**config.mk**
```make
export PLATFORM = sky130hd
export DESIGN_NAME = stage_mem
export DESIGN_NICKNAME = d
export VERILOG_FILES = /design/src/rtl/stage_mem.sv
export SDC_FILE = /design/constraint.sdc
export NUM_CORES = 1
export LEC_CHECK = 0
export BUFFER_PORTS_ARGS = -buffer_cell sky130_fd_sc_hd__buf_4
export CORE_AREA = 4 4 106 108
export DETAILED_ROUTE_END_ITERATION = 8
export DIE_AREA = 0 0 110 112
export HOLD_SLACK_MARGIN = 0.08
export PLACE_DENSITY_LB_ADDON = 0.15
export SLEW_MARGIN = 40
export SYNTH_ARGS = -nofsm -noshare
export SYNTH_HDL_FRONTEND = slang
export SYNTH_SLANG_ARGS = --single-unit
```
**constraint.sdc**
```tcl
create_clock -name clk_i -period 4.8 [get_ports clk_i]
set_input_delay 0.48 -clock clk_i [delete_from_list [all_inputs] [get_ports clk_i]]
set_output_delay 0.48 -clock clk_i [all_outputs]
set_load 0.005 [all_outputs]
```
**src/rtl/stage_mem.sv**
```systemverilog
// stage_mem: memory stage of the pipeline.
// Issues one data-bus access per load/store, stalls the pipeline while the bus
// cycle is open, and reports completion, the extended load result and faults.
// A bus wait that reaches TIMEOUT_CYCLES is aborted and reported as a fault.
// Build option MEM_MISALIGN_EXC_EN: misaligned accesses raise an address-misaligned
// exception instead of being issued. Without it, the offending low address bits
// are cleared and the access goes out on the bus.
//
// state  | meaning
// IDLE   | waiting for a load/store, bus idle
// BUS    | bus cycle open, waiting for ack/err/timeout
// DONE   | one-cycle completion, done_o and fault pulses valid
module stage_mem #(
  parameter int TIMEOUT_CYCLES = 255
) (
  input  logic        clk_i,
  input  logic        rst_i,
  input  logic        valid_i,
  input  logic        is_ld_inst_i,
  input  logic        is_st_inst_i,
  input  logic [2:0]  funct3_i,
  input  logic [31:0] addr_i,
  input  logic [31:0] st_dat_i,
  output logic [31:0] dmem_addr_o,
  output logic [31:0] dmem_dat_o,
  output logic [3:0]  dmem_sel_o,
  output logic        dmem_we_o,
  output logic        dmem_cyc_o,
  output logic        dmem_stb_o,
  input  logic [31:0] dmem_dat_i,
  input  logic        dmem_ack_i,
  input  logic        dmem_err_i,
  output logic        stall_o,
  output logic        done_o,
  output logic [31:0] ld_dat_o,
  output logic        e_ld_addr_mis_o,
  output logic        e_st_addr_mis_o,
  output logic        e_ld_fault_o,
  output logic        e_st_fault_o
);

  // Counter is one value wider than needed so count+1 can never wrap.
  localparam int CNT_W = $clog2(TIMEOUT_CYCLES + 2);
  localparam logic [CNT_W-1:0] TO_CNT = CNT_W'(TIMEOUT_CYCLES);

  typedef enum logic [1:0] {S_IDLE, S_BUS, S_DONE} state_t;

  state_t            state_q, state_d;
  logic [CNT_W-1:0]  cnt_q, cnt_d;
  logic              cyc_q, cyc_d;
  logic              we_q, we_d;
  logic [31:0]       addr_q, addr_d;
  logic [31:0]       wdat_q, wdat_d;
  logic [3:0]        sel_q, sel_d;
  logic [2:0]        fn_q, fn_d;
  logic              done_q, done_d;
  logic              ld_fault_q, ld_fault_d;
  logic              st_fault_q, st_fault_d;
  logic [31:0]       ld_dat_q, ld_dat_d;

  logic              is_mem;
  logic              start;
  logic              sz_b, sz_h, sz_w;
  logic [31:0]       eff_addr;
  logic [3:0]        sel_c;
  logic [31:0]       wdat_c;
  logic [31:0]       ld_shift;
  logic [15:0]       ld_half;
  logic [31:0]       ld_ext;
  logic [CNT_W-1:0]  cnt_inc;
  logic              timeout_hit;

  // Request decode, alignment handling and misalign exception pulses.
  always_comb begin
    is_mem = valid_i & (is_ld_inst_i | is_st_inst_i);
    sz_b   = (funct3_i[1:0] == 2'b00);
    sz_h   = (funct3_i[1:0] == 2'b01);
    sz_w   = ~sz_b & ~sz_h;
`ifdef MEM_MISALIGN_EXC_EN
    eff_addr        = addr_i;
    start           = is_mem & ~((sz_h & addr_i[0]) | (sz_w & (addr_i[1:0] != 2'b00)));
    e_ld_addr_mis_o = (state_q == S_IDLE) & is_mem & ~start & ~is_st_inst_i;
    e_st_addr_mis_o = (state_q == S_IDLE) & is_mem & ~start & is_st_inst_i;
`else
    eff_addr        = addr_i;
    if (sz_w) eff_addr[1:0] = 2'b00;
    if (sz_h) eff_addr[0]   = 1'b0;
    start           = is_mem;
    e_ld_addr_mis_o = 1'b0;
    e_st_addr_mis_o = 1'b0;
`endif
  end

  // Byte-lane select and store data replication for the outgoing access.
  always_comb begin
    if (sz_b) begin
      sel_c  = 4'b0001 << eff_addr[1:0];
      wdat_c = {4{st_dat_i[7:0]}};
    end else if (sz_h) begin
      sel_c  = 4'b0011 << eff_addr[1:0];
      wdat_c = {2{st_dat_i[15:0]}};
    end else begin
      sel_c  = 4'hF;
      wdat_c = st_dat_i;
    end
  end

  // Load lane extraction and sign/zero extension from the returned bus word.
  always_comb begin
    ld_shift = dmem_dat_i >> {addr_q[1:0], 3'b000};
    ld_half  = addr_q[1] ? dmem_dat_i[31:16] : dmem_dat_i[15:0];
    case (fn_q)
      3'b000:  ld_ext = {{24{ld_shift[7]}}, ld_shift[7:0]};
      3'b001:  ld_ext = {{16{ld_half[15]}}, ld_half};
      3'b100:  ld_ext = {24'h0, ld_shift[7:0]};
      3'b101:  ld_ext = {16'h0, ld_half};
      default: ld_ext = dmem_dat_i;
    endcase
  end

  // Next-state logic: bus request registers, wait counter and completion pulses.
  always_comb begin
    state_d    = state_q;
    cnt_d      = cnt_q;
    cyc_d      = cyc_q;
    we_d       = we_q;
    addr_d     = addr_q;
    wdat_d     = wdat_q;
    sel_d      = sel_q;
    fn_d       = fn_q;
    done_d     = 1'b0;
    ld_fault_d = 1'b0;
    st_fault_d = 1'b0;
    ld_dat_d   = ld_dat_q;
    cnt_inc    = cnt_q + 1'b1;
    // A TIMEOUT_CYCLES of zero aborts on the first bus cycle.
    timeout_hit = (cnt_inc >= TO_CNT);
    case (state_q)
      S_IDLE: begin
        if (start) begin
          state_d = S_BUS;
          cnt_d   = '0;
          cyc_d   = 1'b1;
          we_d    = is_st_inst_i;
          addr_d  = eff_addr;
          wdat_d  = wdat_c;
          sel_d   = sel_c;
          fn_d    = funct3_i;
        end
      end
      S_BUS: begin
        cnt_d = (cnt_q == TO_CNT) ? cnt_q : cnt_inc;
        if (dmem_ack_i | dmem_err_i | timeout_hit) begin
          state_d = S_DONE;
          cyc_d   = 1'b0;
          we_d    = 1'b0;
          done_d  = 1'b1;
          // err wins over a simultaneous ack; a late ack on the timeout cycle still counts.
          if (dmem_err_i | ~dmem_ack_i) begin
            ld_fault_d = ~we_q;
            st_fault_d = we_q;
          end else if (~we_q) begin
            ld_dat_d = ld_ext;
          end
        end
      end
      S_DONE: state_d = S_IDLE;
      default: state_d = S_IDLE;
    endcase
  end

  // State and output registers with synchronous reset.
  always_ff @(posedge clk_i) begin
    if (rst_i) begin
      state_q    <= S_IDLE;
      cnt_q      <= '0;
      cyc_q      <= 1'b0;
      we_q       <= 1'b0;
      addr_q     <= '0;
      wdat_q     <= '0;
      sel_q      <= '0;
      fn_q       <= '0;
      done_q     <= 1'b0;
      ld_fault_q <= 1'b0;
      st_fault_q <= 1'b0;
      ld_dat_q   <= '0;
    end else begin
      state_q    <= state_d;
      cnt_q      <= cnt_d;
      cyc_q      <= cyc_d;
      we_q       <= we_d;
      addr_q     <= addr_d;
      wdat_q     <= wdat_d;
      sel_q      <= sel_d;
      fn_q       <= fn_d;
      done_q     <= done_d;
      ld_fault_q <= ld_fault_d;
      st_fault_q <= st_fault_d;
      ld_dat_q   <= ld_dat_d;
    end
  end

  // Stall covers the request cycle in IDLE and every BUS cycle.
  always_comb begin
    stall_o      = ((state_q == S_IDLE) & start) | (state_q == S_BUS);
    dmem_cyc_o   = cyc_q;
    dmem_stb_o   = cyc_q;
    dmem_we_o    = we_q;
    dmem_addr_o  = addr_q;
    dmem_dat_o   = wdat_q;
    dmem_sel_o   = sel_q;
    done_o       = done_q;
    ld_dat_o     = ld_dat_q;
    e_ld_fault_o = ld_fault_q;
    e_st_fault_o = st_fault_q;
  end

endmodule

```
# Yosys cells after proc, flatten, opt, wreduce, memory -nomap -nowiden
# Index checks and enable logic that the tools add are counted.
# classes
add_sub_neg,1
n_lt_le_gt_ge,1
eq_ne,9
shifts,3
mux,20
n_bitwise,15
n_reduce_logical,11
# ops
cell,n
$pmux 32 s4,1
$mux 32,2
$shr 32x5->8,1
$mux 9,2
$pmux 9 s2,1
$mux 16,1
$add 9x1->9 const B,1
$eq 9x8->1 const B,1
$ge 9x8->1 const B,1
$mux 4,2
$not 1->1,7
$eq 3x3->1 const B,2
$mux 2,3
$ne 2x2->1 const B,3
$reduce_and 3->1,2
$mux 1,5
$or 1x1->1,5
$eq 2x1->1 const B,2
$logic_not 2->1,2
$pmux 1 s2,2
$pmux 2 s2,1
$reduce_and 2->1,2
$reduce_and 4->1,1
$reduce_or 4->1,1
other kinds (7),9
# totals
register_bits,119
in_bits,106
elab_cells,72

# Longest topological paths before layout
# logic_depth
depth_word,8
mapped_depth,10
ltp_nobuf,9

# Least setup slack after synthesis
# Ideal clock, no wire load.
# synth_timing
path_type,reg2reg
start,register cnt_q[0]
end,register cnt_q[7]
t_arrival_ns,2.216
required_ns,4.730
path_slack_ns,2.514
path_stages_with_launch,9
path_buffers,0
cell_sequence,dfxtp_1 -> ha_1 -> and3_1 -> and3_1 -> and3_1 -> ha_1 -> or2_1 -> or4_1 -> a21oi_1
# synth_between
elab_chain_len,3
elab_cells_between_ends,6
cone_classes,add/sub (1); eq/ne (2); mux (2); reduce/logical (1)
# synth_lines
item,line_no,text
start: declaration,49,"logic [CNT_W-1:0] cnt_q, cnt_d;"
start signal: assignment,189,cnt_q <= cnt_d;
$add 9x1->9 or $eq 9x8->1 (tied branches),"135, 152",
$mux 9 or $ne 2x2->1 (tied branches),n/a,
$pmux 9 s2 or $reduce_and 3->1 (tied branches),n/a,
# Parallel ways exist; a longest one is shown, timed or not. The select of a mux whose other input is x is not followed.
# A chain may end at the register's enable or synchronous reset.

# Final worst setup path
# Same ends and word-level chain as after synthesis.

==> run metrics <==
master cell of the clock root buffer=sky130_fd_sc_hd__clkbuf_8; count of final hold-check violations=0; TritonCTS Sinks=roughly 120; final weighted congestion of routability-driven global placement=0.882; clock tree from TritonCTS=built; worst hold-check path type=primary input to flip-flop; detailed-route via count=5,437; FMAX=376 MHz; area overhead of the layout relative to synthesis=40.7%; cells resized by post-CTS repair=0; Most Frequent Cell on Critical Path=sky130_fd_sc_hd__and3_1; number of buffers inserted by post-CTS setup repair=0; total negative slack=0 ns; maximum resistive drop on vdd=0.233 mV; final routed wirelength across all metal layers=16.0 mm; die width=110 µm; number of buffers inserted during clock tree synthesis=17; Std-Cell Rows=37; delay of the slowest cell on the worst path=0.56 ns; launch point of the worst reg-to-reg path=cnt_q[0]; Max Transition Viols Final=0; slowest cell on the critical path=sky130_fd_sc_hd__or4_1; drt drc=0; Worst-Skew Late Latency=around 0.52 ns; area of the mapped netlist=0.00530 mm²; first drt pass iteration count=5; part of the Yosys area used for sequential elements=44.9%; capturing instance or port of the critical path=cnt_q[7]; crit path kind=flip-flop to flip-flop; core outline area=0.0102 mm²; final period utilization=55.4%; cts-stage hold buffer count=0; register-to-register setup slack=2.14 ns; Design Power=2700 µW; # IOs=about 220; number of global-route vias before repair=between 5k and 6k; antenna fix cells=0; post-detailed-placement half-perimeter wirelength=~11 mm; power density cells=between 300 and 400 mW/mm²; number of warnings printed during yosys synthesis=0; floorplan die height=112 µm; Clock Pin Slew Worst Setup and Hold Paths=0.06 ns; Clock H-tree levels=4; cell count of the worst reg-to-reg path=8; time the worst path needs with I/O delays and setup=2.66 ns; relative slew slack=48.8%; antenna violations before repair=0; capturing element type of the critical path=flip-flop; average wire per cell in the routed design=between 15 and 20 µm; die footprint=approximately 0.012 mm²; fraction of layout instances using a drive strength above 1=29.6%; All-Layer GR Usage=roughly a quarter; sequence of cells on the critical path=ha_1 -> and3_1 -> and3_1 -> and3_1 -> ha_1 -> or2_1 -> or4_1 -> a21oi_1; reg-to-reg critical path endpoint=cnt_q[7]; async set or reset register ratio after synthesis=0%; RSZ-0062 raised after global routing=no; CP Data Arrival Time=3.09 ns; number of DRC markers after the initial detailed-route iteration=266; Synth Register Bits=119; Crit Path Max Fanout=12; Finish-stage setup viols=0; Setup crit start=cnt_q[0]; clk buf depth=2; global-route wire length before repair=25.6 mm; largest net degree at the start of global routing=120; Starting Density=51.8%; startpoint types=flip-flop; number of instances in the synthesized netlist=660; distinct cell type count after synthesis=44; Port Buffers=212; overflow left after global routing=0; leakage power=0.00321 µW; result of the run=complete, no violations; Worst Clk Skew=0.00605 ns; flip-flop cell with the highest count after synthesis=sky130_fd_sc_hd__dfxtp_1; max-capacitance violation count=0; count of flip-flops with a built-in enable after synthesis=0; required time at the endpoint of the critical path=around 5.2 ns; mean post-synth cell area=8.03 µm²; count of nets after finishing=approximately 950; Routed Antenna Nets=0; transition at the pin with the smallest max-transition slack=0.768 ns; via density per instance=between 5 and 6
stage by stage:
step	instance area, µm²	utilization (%)	setup slack (ns)	instances	hold WS, ns
final	7460	72.9	2.14	987	0.208
after global placement	6850	66.9	2.28	954	0.442
after detailed placement	6860	67.0	2.18	954	0.447
after CTS	7450	72.8	2.15	986	0.192
after global routing	7460	72.9	1.96	987	0.191
after floorplan	5310	-	2.51	661	0.436
power breakdown:
group	switching, µW	internal, µW	leakage (µW)	total, µW
Combinational	178	183	0.00195	360
Clock	432	829	0.000285	1260
Sequential	39.7	1040	0.000973	1080
per-layer routing:
layer / vias to the layer above / share of wire, % / global-route usage, %
li1: 2657 / - / -
met1: 2518 / 38 / 30.0
met2: 228 / 50 / 43.6
met3: 34 / 9.3 / 9.22
met4: 0 / 2.3 / 9.39
met5: - / 0 / 0
synth_stat cells (3+ instances only):
cell type / count / area [µm²]
sky130_fd_sc_hd__nand2_1: 142 / 533
sky130_fd_sc_hd__dfxtp_1: 119 / 2380
sky130_fd_sc_hd__nor2_1: 80 / 300
sky130_fd_sc_hd__a21oi_1: 65 / 325
sky130_fd_sc_hd__clkbuf_1: 40 / 150
sky130_fd_sc_hd__a211oi_1: 32 / 240
sky130_fd_sc_hd__mux2i_1: 25 / 250
sky130_fd_sc_hd__o21ai_0: 23 / 115
sky130_fd_sc_hd__nor3_1: 17 / 85.1
sky130_fd_sc_hd__buf_2: 11 / 55.1
sky130_fd_sc_hd__a31oi_1: 9 / 56.3
sky130_fd_sc_hd__a221oi_1: 8 / 70.1
sky130_fd_sc_hd__a22o_1: 8 / 70.1
sky130_fd_sc_hd__a311oi_1: 8 / 70.1
sky130_fd_sc_hd__a2bb2oi_1: 7 / 61.3
sky130_fd_sc_hd__ha_1: 7 / 87.6
sky130_fd_sc_hd__inv_1: 7 / 26.3
sky130_fd_sc_hd__buf_4: 6 / 45.0
sky130_fd_sc_hd__and3_1: 5 / 31.3
sky130_fd_sc_hd__nand2b_1: 4 / 25.0
sky130_fd_sc_hd__a21o_1: 3 / 22.5
sky130_fd_sc_hd__mux4_2: 3 / 67.6
sky130_fd_sc_hd__nand3b_1: 3 / 22.5
sky130_fd_sc_hd__nor2b_1: 3 / 18.8
worst max-delay path: cells and delay by family (launching register included):
family	cells	cell delay, ns
adder cells (fa/ha/maj)	2	0.49
AND/OR/NAND/NOR	5	1.57
AO/OA/AOI/OAI	1	0.16
flip-flops	1	0.36
cell usage in the layout, fill, tap and decap left out, types with 4 or more instances in the layout:
cell,n
sky130_fd_sc_hd__mux2i_1,25
sky130_fd_sc_hd__clkbuf_16,16
sky130_fd_sc_hd__buf_4,213
sky130_fd_sc_hd__a211oi_1,32
sky130_fd_sc_hd__nand2b_1,4
sky130_fd_sc_hd__o21ai_0,23
sky130_fd_sc_hd__inv_1,7
sky130_fd_sc_hd__dfxtp_1,117
sky130_fd_sc_hd__nor2_1,80
sky130_fd_sc_hd__a22o_1,8
sky130_fd_sc_hd__clkbuf_8,5
sky130_fd_sc_hd__nand2_1,142
sky130_fd_sc_hd__a221oi_1,8
sky130_fd_sc_hd__a21oi_1,65
sky130_fd_sc_hd__ha_1,7
sky130_fd_sc_hd__a2bb2oi_1,7
sky130_fd_sc_hd__a311oi_1,8
sky130_fd_sc_hd__clkbuf_1,4
sky130_fd_sc_hd__nor3_1,17
sky130_fd_sc_hd__a31oi_1,9
sky130_fd_sc_hd__and3_1,5
cell type report:
| cell class | instances | area (µm²) |
|---|---|---|
| Fill cell | 787 | 2770 |
| Multi-Input combinational cell | 478 | 2670 |
| Sequential cell | 119 | 2380 |
| Timing Repair Buffer | 215 | 1620 |
| Clock buffer | 24 | 470 |
| Tap cell | 136 | 170 |
| Clock inverter | 8 | 120 |
| Inverter | 7 | 26.3 |
worst min path at each step:
stage	startpoint	endpoint	slack, ns	depth (start not counted)
floorplan	fn_q[2]	fn_q[2]	0.44	2
global placement	dmem_addr_o[9]	dmem_addr_o[9]	0.44	2
detailed placement	dmem_addr_o[20]	dmem_addr_o[20]	0.45	2
CTS	addr_i[4]	dmem_addr_o[4]	0.19	3
global route	addr_i[3]	dmem_addr_o[3]	0.19	3
finish	addr_i[4]	dmem_addr_o[4]	0.21	3
cells by family after synthesis:
family                   after synthesis  share of synthesized area (%)
other                                  1                         0.0707
buffers and inverters                 64                           5.21
AND/OR/NAND/NOR                      266                           20.9
flip-flops                           119                           44.9
adder cells (fa/ha/maj)                7                           1.65
multiplexers                          28                           5.99
AO/OA/AOI/OAI                        175                           21.3
state kept, by name (all words and copies together), names as in the netlist:
signal / flops
cnt_q: 9
dmem_addr_o: 32
dmem_cyc_o: 1
dmem_dat_o: 32
dmem_sel_o: 4
dmem_we_o: 1
done_o: 1
e_ld_fault_o: 1
e_st_fault_o: 1
fn_q: 3
ld_dat_o: 32
state_q: 2
Power figures use the tool's default switching activity.
